==> src/rtl/phy_pkg.sv <==
// Shared constants, lane alignment state encoding and symbol helpers for the
// two-lane PHY receive path.
package phy_pkg;

    localparam logic [7:0] COM_SYM_C = 8'hBC;
    localparam logic [7:0] IDL_SYM_C = 8'h7C;
    localparam int unsigned BIT_CNT_W = 3;

    typedef enum logic [1:0] {
        HUNT   = 2'd0,
        CHECK  = 2'd1,
        LOCKED = 2'd2
    } lane_state_e;

    function automatic logic is_ctrl(input logic [7:0] sym,
                                     input logic [7:0] com,
                                     input logic [7:0] idl);
        return (sym == com) || (sym == idl);
    endfunction

endpackage

==> src/rtl/phy_rx_lane_align.sv <==
// Per-lane bit sampler: MSB-first shift register, free-running bit counter and
// the HUNT/CHECK/LOCKED comma alignment FSM.
module phy_rx_lane_align
    import phy_pkg::*;
#(
    parameter logic [7:0]  COM_SYM    = COM_SYM_C,
    parameter int unsigned LOCK_COUNT = 4
) (
    input  logic                 clk_i,
    input  logic                 rst_ni,
    input  logic                 bit_i,
    input  logic                 force_hunt_i,
    output logic [7:0]           symbol_o,
    output logic                 boundary_o,
    output logic                 locked_o,
    output logic [BIT_CNT_W-1:0] bit_cnt_o
);

    localparam logic [3:0]           LOCK_C  = 4'(LOCK_COUNT);
    localparam logic [BIT_CNT_W-1:0] BIT_ONE = BIT_CNT_W'(1);
    localparam logic [BIT_CNT_W-1:0] BIT_MAX = BIT_CNT_W'(7);

    lane_state_e          state_q;
    logic [7:0]           sr_q;
    logic [7:0]           sr_d;
    logic [BIT_CNT_W-1:0] bit_cnt_q;
    logic [3:0]           com_cnt_q;
    logic [3:0]           com_cnt_inc;

    assign sr_d        = {sr_q[6:0], bit_i};
    assign com_cnt_inc = com_cnt_q + 4'd1;

    // bit_cnt_q == 0 means sr_q holds a symbol completed on the last edge
    always_ff @(posedge clk_i or negedge rst_ni) begin
        if (!rst_ni) begin
            state_q   <= HUNT;
            sr_q      <= '0;
            bit_cnt_q <= '0;
            com_cnt_q <= '0;
        end else begin
            sr_q      <= sr_d;
            bit_cnt_q <= bit_cnt_q + BIT_ONE;
            if (force_hunt_i) begin
                state_q   <= HUNT;
                com_cnt_q <= '0;
            end else begin
                case (state_q)
                    HUNT: begin
                        if (sr_d == COM_SYM) begin
                            bit_cnt_q <= '0;
                            com_cnt_q <= 4'd1;
                            state_q   <= CHECK;
                        end
                    end
                    CHECK: begin
                        if (bit_cnt_q == BIT_MAX) begin
                            if (sr_d == COM_SYM) begin
                                com_cnt_q <= com_cnt_inc;
                                if (com_cnt_inc == LOCK_C) begin
                                    state_q <= LOCKED;
                                end
                            end else begin
                                com_cnt_q <= '0;
                                state_q   <= HUNT;
                            end
                        end
                    end
                    LOCKED: begin
                        state_q <= LOCKED;
                    end
                    default: begin
                        state_q   <= HUNT;
                        com_cnt_q <= '0;
                    end
                endcase
            end
        end
    end

    assign symbol_o   = sr_q;
    assign boundary_o = (bit_cnt_q == '0);
    assign locked_o   = (state_q == LOCKED);
    assign bit_cnt_o  = bit_cnt_q;

endmodule

==> src/rtl/phy_rx_deser.sv <==
// Two-lane PHY receiver: lane alignment, inter-lane phase check, K/D decode and
// 32-bit word reassembly. Define RX_ERR_CNT_EN to add the err_count output.
module phy_rx_deser
    import phy_pkg::*;
#(
    parameter logic [7:0]  COM_SYM    = COM_SYM_C,
    parameter logic [7:0]  IDL_SYM    = IDL_SYM_C,
    parameter int unsigned LOCK_COUNT = 4
) (
    input  logic        clk_32f,
    input  logic        reset,
    input  logic        data_paralelo_serial_0,
    input  logic        data_paralelo_serial_1,
    output logic [31:0] data_output,
    output logic        valid_out,
    output logic        active,
    output logic        error
`ifdef RX_ERR_CNT_EN
    ,
    output logic [7:0]  err_count
`endif
);

    logic [7:0]           sym0, sym1;
    logic                 bnd0, bnd1;
    logic                 lck0, lck1;
    logic [BIT_CNT_W-1:0] cnt0, cnt1;
    logic                 phase_err;

    logic        active_q, active_d;
    logic        error_q, error_d;
    logic        valid_q, valid_d;
    logic        half_q, half_d;
    logic [15:0] hi_q, hi_d;
    logic [31:0] data_q, data_d;
    logic        pair_ok, k0, k1;

    phy_rx_lane_align #(
        .COM_SYM    (COM_SYM),
        .LOCK_COUNT (LOCK_COUNT)
    ) u_lane0 (
        .clk_i        (clk_32f),
        .rst_ni       (reset),
        .bit_i        (data_paralelo_serial_0),
        .force_hunt_i (phase_err),
        .symbol_o     (sym0),
        .boundary_o   (bnd0),
        .locked_o     (lck0),
        .bit_cnt_o    (cnt0)
    );

    phy_rx_lane_align #(
        .COM_SYM    (COM_SYM),
        .LOCK_COUNT (LOCK_COUNT)
    ) u_lane1 (
        .clk_i        (clk_32f),
        .rst_ni       (reset),
        .bit_i        (data_paralelo_serial_1),
        .force_hunt_i (phase_err),
        .symbol_o     (sym1),
        .boundary_o   (bnd1),
        .locked_o     (lck1),
        .bit_cnt_o    (cnt1)
    );

    // Lanes locked on different bit phases cannot be bonded: restart both
    assign phase_err = lck0 && lck1 && (cnt0 != cnt1);
    assign active_d  = lck0 && lck1 && (cnt0 == cnt1);

    assign pair_ok = active_q && bnd0 && bnd1;
    assign k0      = is_ctrl(sym0, COM_SYM, IDL_SYM);
    assign k1      = is_ctrl(sym1, COM_SYM, IDL_SYM);

    always_comb begin
        half_d  = half_q;
        hi_d    = hi_q;
        data_d  = data_q;
        valid_d = 1'b0;
        error_d = phase_err;
        if (pair_ok) begin
            if (!k0 && !k1) begin
                if (!half_q) begin
                    hi_d   = {sym0, sym1};
                    half_d = 1'b1;
                end else begin
                    data_d  = {hi_q, sym0, sym1};
                    valid_d = 1'b1;
                    half_d  = 1'b0;
                end
            end else if (k0 && k1) begin
                // Control filler is legal only between words
                error_d = error_d | half_q;
                half_d  = 1'b0;
            end else begin
                error_d = 1'b1;
                half_d  = 1'b0;
            end
        end
    end

    always_ff @(posedge clk_32f or negedge reset) begin
        if (!reset) begin
            active_q <= 1'b0;
            error_q  <= 1'b0;
            valid_q  <= 1'b0;
            half_q   <= 1'b0;
            hi_q     <= '0;
            data_q   <= '0;
        end else begin
            active_q <= active_d;
            error_q  <= error_d;
            valid_q  <= valid_d;
            half_q   <= half_d;
            hi_q     <= hi_d;
            data_q   <= data_d;
        end
    end

    assign data_output = data_q;
    assign valid_out   = valid_q;
    assign active      = active_q;
    assign error       = error_q;

`ifdef RX_ERR_CNT_EN
    logic [7:0] err_cnt_q;

    always_ff @(posedge clk_32f or negedge reset) begin
        if (!reset) begin
            err_cnt_q <= '0;
        end else if (error_d && (err_cnt_q != 8'hFF)) begin
            err_cnt_q <= err_cnt_q + 8'd1;
        end
    end

    assign err_count = err_cnt_q;
`endif

endmodule

==> config.mk <==
export PLATFORM = sky130hd
export DESIGN_NAME = phy_rx_deser
export DESIGN_NICKNAME = d
export VERILOG_FILES = /design/src/rtl/phy_pkg.sv /design/src/rtl/phy_rx_lane_align.sv /design/src/rtl/phy_rx_deser.sv
export SDC_FILE = /design/constraint.sdc
export NUM_CORES = 1
export LEC_CHECK = 0
export BUFFER_PORTS_ARGS = -buffer_cell sky130_fd_sc_hd__buf_2
export CORE_AREA = 8 8 99 101
export DETAILED_ROUTE_END_ITERATION = 6
export DIE_AREA = 0 0 107 109
export GPL_TIMING_DRIVEN = 0
export PLACE_DENSITY = 0.67
export SKIP_CTS_REPAIR_TIMING = 1
export SLEW_MARGIN = 20
export SYNTH_ARGS = -nofsm -noshare
export SYNTH_HDL_FRONTEND = slang
export SYNTH_SLANG_ARGS = --single-unit
==> constraint.sdc <==
create_clock -name clk_32f -period 1.85 [get_ports clk_32f]
set_clock_uncertainty 0.05 [all_clocks]
set_input_delay 0.0925 -clock clk_32f [delete_from_list [all_inputs] [get_ports clk_32f]]
set_output_delay 0.0925 -clock clk_32f [all_outputs]
set_load 0.03 [all_outputs]
==> flow_metrics.env, run 1 <==
export IMPL_status="complete, but fails checks"
export IMPL_violations="negative setup slack"
export IMPL_clkPwrFrac_pct=36.2
export IMPL_fin_crit_ns=2.03
export IMPL_cts_root_buf="clkbuf_8"
export IMPL_rsz0062_at_grt="true"
export IMPL_startpoint_type="flop"
export IMPL_postLayoutSetupSlackWorst_ns=-0.183
export IMPL_diodes=0
export IMPL_fin_cells=438
export IMPL_combPwrFrac_pct=7.0
export IMPL_switchingPower_uw=895
export IMPL_grt_pass1_wl_um=11200
export IMPL_dp_cells=404
export IMPL_synth_top_flop_cell="dfrtp_1"
export IMPL_post_drt_wl_per_cell_um=15.9
export IMPL_worstSkewPairLatency_ns=0.35
export IMPL_yosys_cell_types_count=50
export IMPL_crit_type="reg2reg"
export IMPL_row_count=34
export IMPL_critPathCaptureType="flop"
export IMPL_hold_viol_final=0
export IMPL_critical_path_cell_chain="xnor2_1, or4b_4, nand4_4, buf_12, mux2_4"
export IMPL_routed_wl_um=6960
export IMPL_dr_pass1_iters=4
export IMPL_worst_slew_pin_slew_ns=0.442
export IMPL_pwr_share_seq_pct=56.8
export IMPL_path_clk_slew_ns=0.09
export IMPL_cp_slowest_cell="or4b_4"
export IMPL_crit_required_ns=2.04
export IMPL_clock_path_buffers=2
export IMPL_finalSetupViolCount=49
export IMPL_grt_overflow_total=0
export IMPL_clock_sinks=86
export IMPL_grt_max_degree=57
export IMPL_h_tree_depth=3
export IMPL_leakagePower_uw=0.00243
export IMPL_die_area_mm2=0.0117
export IMPL_dp_hpwl_um=4650
export IMPL_internal_power_uw=2580
export IMPL_syn_to_final_growth_pct=22.8
export IMPL_post_route_period_util_pct=110
export IMPL_nNetsFinal=338
export IMPL_placed_cell_area_mm2=0.00412
export IMPL_ys_seq_area_share_pct=57.8
export IMPL_vias=2205
export IMPL_synth_edff_count=0
export IMPL_initialDrtViolationCount=99
export IMPL_syn_inst=257
export IMPL_core_area_mm2=0.00838
export IMPL_final_area_mm2=0.00457
export IMPL_dieHeight_um=109
export IMPL_syn_mean_instance_area_um2=14.5
export IMPL_antenna_found_initial=0
export IMPL_drive_above_1_share_pct=41.8
export IMPL_cap_violations=0
export IMPL_fillers=694
export IMPL_antenna_left=0
export IMPL_io_pins=39
export IMPL_cpPeakStageDelay_ns=0.57
export IMPL_synth_seq_cells=86
export IMPL_relSlewSlack_pct=70.5
export IMPL_syn_cell_area_mm2=0.00372
export IMPL_start_util_pct=44.4
export IMPL_yosysWarnings=0
export IMPL_holdWs_ns=0.169
export IMPL_cts_tree="built"
export IMPL_peakVddDrop_mv=0.330
export IMPL_path_delay_family="simple AND/OR/NAND/NOR gates"
export IMPL_slew_violations=0
export IMPL_async_flop_share_pct=100
export IMPL_grt_pass1_vias=2225
export IMPL_path_buf_inv=1
export IMPL_clock_fmax_mhz=492
export IMPL_power_per_cell_area_mw_per_mm2=761
export IMPL_place_ws_ns=-0.313
export IMPL_fp_dieW_um=107
export IMPL_syn_num_nets=270
export IMPL_drcViolationCount=0
export IMPL_grt_usage_pct=12.2
export IMPL_gp_congestion=0.772
export IMPL_hold_class="in2async"
export IMPL_p_sw_share_pct=25.7
export IMPL_portBuffers=38
export IMPL_crit_fanout=10
export IMPL_crit_arrival_ns=2.23
export IMPL_tns_ns=-6.63
export IMPL_viasPerCell=5.03
export IMPL_cts_buffers=9
[per-layer routing]
metal | vias up | part of all wire (%) | track usage [%]
met4 | 0 | 1.6 | 5.13
met5 | - | 0 | 0
met3 | 8 | 4.2 | 3.49
li1 | 1056 | - | -
met2 | 35 | 49 | 19.2
met1 | 1106 | 45 | 15.4
[through the flow]
| step | util, % | total power, uW |
|---|---|---|
| 2_1_floorplan | - | 2130 |
| 3_3_place_gp | 48.8 | 2210 |
| 3_5_place_dp | 49.2 | 2230 |
| 4_1_cts | 51.5 | 3480 |
| 5_1_grt | 54.5 | 3640 |
| 6_report | 54.5 | 3480 |
[area by class of cell]
cell class / instances / area (um^2) / area share (%)
Tap cell: 108 / 135 / 2.96
Clock inverter: 6 / 53.8 / 1.18
Buffer: 6 / 87.6 / 1.92
Clock buffer: 10 / 138 / 3.01
Sequential cell: 86 / 2160 / 47.2
Multi-Input combinational cell: 155 / 1550 / 34.0
Inverter: 10 / 37.5 / 0.821
Timing Repair Buffer: 57 / 409 / 8.95
[power by group through the flow]
stage	sequential, uW	combinational, uW	clock, uW
global route	1980	278	1380
global placement	2010	196	0
floorplan	2000	136	0
CTS	1980	215	1290
finish	1980	243	1260
detailed placement	2010	215	0
[worst paths after layout]
| path | from | to | slack (ns) | depth (start not counted) |
|---|---|---|---|---|
| setup / recovery | u_lane1.symbol_o[6] | data_output[10] | -0.18 | 5 |
| hold / removal | reset | hi_q[3] | 0.17 | 2 |
| setup reg to reg | u_lane1.symbol_o[6] | data_output[10] | -0.18 | 5 |
| hold reg to reg | u_lane0.symbol_o[0] | u_lane0.symbol_o[1] | 0.41 | 0 |
| max in group asynchronous | reset | u_lane1.symbol_o[6] | 0.97 | 3 |
| min in group clk_32f | data_paralelo_serial_0 | u_lane0.symbol_o[0] | 0.36 | 2 |
[Yosys cell counts, drive strengths merged, types with 3 or more instances]
library cell,number,area (um^2)
a21oi,5,25.0
a31oi,4,25.0
and2,6,37.5
and3,4,25.0
buf,4,71.3
dfrtp,86,2150
ha,9,113
inv,10,37.5
mux2,48,649
nand2,9,33.8
nand4b,5,65.1
nor2,8,30.0
nor2b,3,18.8
nor3,3,15.0
nor3b,3,22.5
o21ai,8,40.0
xnor2,5,43.8
[logic make-up after synthesis]
kind of cell	count (synthesis)	share of synthesized area, %
AOI/OAI and AO/OA	31	5.45
xor gates and xnor gates	6	1.41
DFF	86	57.8
adders and majority gates	9	3.03
muxes	50	18.0
and+or+nand+nor	59	11.2
buffers and inverters	16	3.13
[cell usage in the layout (no fill, tap or decap), types with 5 or more instances in the layout]
cell      netlist  routed
dfrtp_1        86      82
mux2_4         29      38
buf_2           0      37
buf_4           0      12
mux2_2         10      10
clkbuf_8        0      10
nand2_1         9       9
inv_1          10       9
ha_1            9       8
nor2_1          8       7
o21ai_0         8       7
and2_1          6       6
buf_12          3       6
a21oi_1         5       5
xnor2_1         5       5
[sequential cells by signal, indices dropped and copies added (netlist names), 3 cells and up]
register	count
data_output	32
hi_q	16
u_lane0.bit_cnt_o	3
u_lane0.com_cnt_q	4
u_lane0.symbol_o	8
u_lane1.bit_cnt_o	3
u_lane1.com_cnt_q	4
u_lane1.symbol_o	8
(Power assumes the default switching activity.)
==> inputs of run 2 (changes only) <==
--- a/config.mk
+++ b/config.mk
@@ -5,12 +5,13 @@
 export SDC_FILE = /design/constraint.sdc
 export NUM_CORES = 1
 export LEC_CHECK = 0
+export ABC_AREA = 1
 export BUFFER_PORTS_ARGS = -buffer_cell sky130_fd_sc_hd__buf_2
 export CORE_AREA = 8 8 99 101
 export DETAILED_ROUTE_END_ITERATION = 6
 export DIE_AREA = 0 0 107 109
 export GPL_TIMING_DRIVEN = 0
-export PLACE_DENSITY = 0.67
+export PLACE_DENSITY = 0.66
 export SKIP_CTS_REPAIR_TIMING = 1
 export SLEW_MARGIN = 20
 export SYNTH_ARGS = -nofsm -noshare
==> flow_metrics.env, run 2 <==
export IMPL_cts_tree="built"
export IMPL_pwr_share_seq_pct=54.7
export IMPL_peakVddDrop_mv=0.444
export IMPL_cts_root_buf="clkbuf_8"
export IMPL_largest_register_ffs=32
export IMPL_final_cell_mix="nand2_1, dfrtp_1, inv_1"
export IMPL_path_clk_slew_ns=0.09
export IMPL_grt_pass1_wl_um=12800
export IMPL_clock_path_buffers=2
export IMPL_syn_inst=420
export IMPL_startpoint_type="flop"
export IMPL_final_common_cell="nand2_1"
export IMPL_yosys_cell_types_count=25
export IMPL_fp_dieW_um=107
export IMPL_vias=2748
export IMPL_clock_fmax_mhz=592
export IMPL_yosysWarnings=0
export IMPL_critPathCaptureType="flop"
export IMPL_power_per_cell_area_mw_per_mm2=887
export IMPL_fin_cells=587
export IMPL_leakagePower_uw=0.00236
export IMPL_dp_cells=567
export IMPL_worstSkewPairLatency_ns=0.36
export IMPL_synthTopCellsByArea="dfrtp_1, nand2_1, inv_1"
export IMPL_status="complete, no violations"
export IMPL_slew_violations=0
export IMPL_antenna_left=0
export IMPL_synth_edff_count=0
export IMPL_switchingPower_uw=1040
export IMPL_post_drt_wl_per_cell_um=12.4
export IMPL_finalSetupViolCount=0
export IMPL_hold_viol_final=0
export IMPL_synth_top_flop_cell="dfrtp_1"
export IMPL_drive_above_1_share_pct=16.5
export IMPL_diodes=0
export IMPL_syn_cell_area_mm2=0.00368
export IMPL_dieHeight_um=109
export IMPL_crit_fanout=10
export IMPL_syn_num_nets=433
export IMPL_r2r_end="data_output[28]"
export IMPL_reg2reg_depth=9
export IMPL_clkPwrFrac_pct=35.3
export IMPL_start_util_pct=43.9
export IMPL_rsz0062_at_grt="false"
export IMPL_synth_seq_cells=86
export IMPL_gp_congestion=0.831
export IMPL_syn_mean_instance_area_um2=8.76
export IMPL_initialDrtViolationCount=117
export IMPL_antenna_found_initial=0
export IMPL_path_buf_inv=3
export IMPL_cp_slowest_cell="dfrtp_1"
export IMPL_crit_arrival_ns=1.89
export IMPL_yosysTopAreaCell="dfrtp_1"
export IMPL_grt_usage_pct=13.8
export IMPL_ys_seq_area_share_pct=58.5
export IMPL_row_count=34
export IMPL_hold_class="in2async"
export IMPL_r2r_start="u_lane0.bit_cnt_o[0]"
export IMPL_grt_overflow_total=0
export IMPL_p_sw_share_pct=27.3
export IMPL_die_area_mm2=0.0117
export IMPL_core_area_mm2=0.00838
export IMPL_combPwrFrac_pct=10.1
export IMPL_async_flop_share_pct=100
export IMPL_critical_path_cell_chain="inv_2, ha_1, nand4_1, nor2_1, nand3_2, buf_6, buf_6, nand2_1, nand2_1"
export IMPL_h_tree_depth=3
export IMPL_viasPerCell=4.68
export IMPL_ys_top_cells_by_count="nand2_1, dfrtp_1, inv_1"
export IMPL_synth_most_common_cell="nand2_1"
export IMPL_routed_wl_um=7300
export IMPL_path_delay_family="simple AND/OR/NAND/NOR gates"
export IMPL_portBuffers=38
export IMPL_dr_pass1_iters=4
export IMPL_dp_hpwl_um=5270
export IMPL_cts_buffers=9
export IMPL_syn_to_final_growth_pct=16.1
export IMPL_cpPeakStageDelay_ns=0.42
export IMPL_clock_sinks=86
export IMPL_relSlewSlack_pct=70.2
export IMPL_holdWs_ns=0.161
export IMPL_internal_power_uw=2750
export IMPL_drcViolationCount=0
export IMPL_synth_top_area_share_pct=58.5
export IMPL_r2r_slack_ns=0.16
export IMPL_nNetsFinal=487
export IMPL_grt_pass1_vias=2690
export IMPL_worst_slew_pin_slew_ns=0.447
export IMPL_io_pins=39
export IMPL_cap_violations=0
export IMPL_crit_type="reg2reg"
export IMPL_post_route_period_util_pct=91.3
export IMPL_fin_crit_ns=1.69
export IMPL_crit_required_ns=2.06
export IMPL_grt_max_degree=55
-- run 2: metal layers --
metal	global-route usage [%]	part of all wire [%]	up-vias
met1	17.5	48	1284
met3	2.60	4.0	10
met4	7.54	2.0	0
met5	0	0	-
li1	-	-	1412
met2	22.0	46	42
-- run 2: final cells by class --
type	count	area (um^2)
clock inverters	6	70.1
clock buffers	10	128
fillers	842	4110
repair buffers	43	258
plain buffers	9	70.1
well taps	108	135
flip-flops and latches	86	2150
multi-input cells	274	1270
inverters	51	191
-- run 2: worst max-delay path by stage --
stage                                     from              end  slack [ns]  cells after the start
final                     u_lane0.bit_cnt_o[0]  data_output[28]        0.16                      9
after global placement                   reset  data_output[28]       -0.09                      1
after detailed placement   u_lane0.symbol_o[0]  data_output[12]        0.09                      7
after floorplan           u_lane0.bit_cnt_o[0]  data_output[16]        0.33                      9
after global routing      u_lane0.bit_cnt_o[0]  data_output[22]       0.005                      9
after CTS                  u_lane0.symbol_o[0]  data_output[10]        0.08                      7
-- run 2: kinds of logic (layout without fill, tap and decap cells) --
group           Yosys count  after routing  synth area share [%]
simple gates            222            222                  24.6
flops                    86             86                  58.5
buf+inv                  60            119                  7.07
compound gates           40             40                  6.05
fa+ha+maj                 9              9                  3.06
xor+xnor                  3              3                 0.714
-- run 2: per-stage QoR --
stage	setup WS [ns]	setup TNS (ns)	instance area [um^2]	util [%]	power, uW
after floorplan	0.325	0	3680	-	2360
after global placement	-0.0927	-7.33	4000	47.8	2460
after detailed placement	0.0936	0	4030	48.1	2490
after CTS	0.0796	0	4230	50.5	3830
after global routing	0.00472	0	4270	51.0	4010
final	0.160	0	4270	51.0	3790
-- run 2: power groups by stage --
| stage | clock (uW) | sequential (uW) | combinational (uW) |
|---|---|---|---|
| after floorplan | 0 | 2080 | 274 |
| after CTS | 1370 | 2070 | 385 |
| after global placement | 0 | 2100 | 359 |
| after global routing | 1450 | 2090 | 470 |
| final | 1330 | 2070 | 381 |
| after detailed placement | 0 | 2110 | 383 |
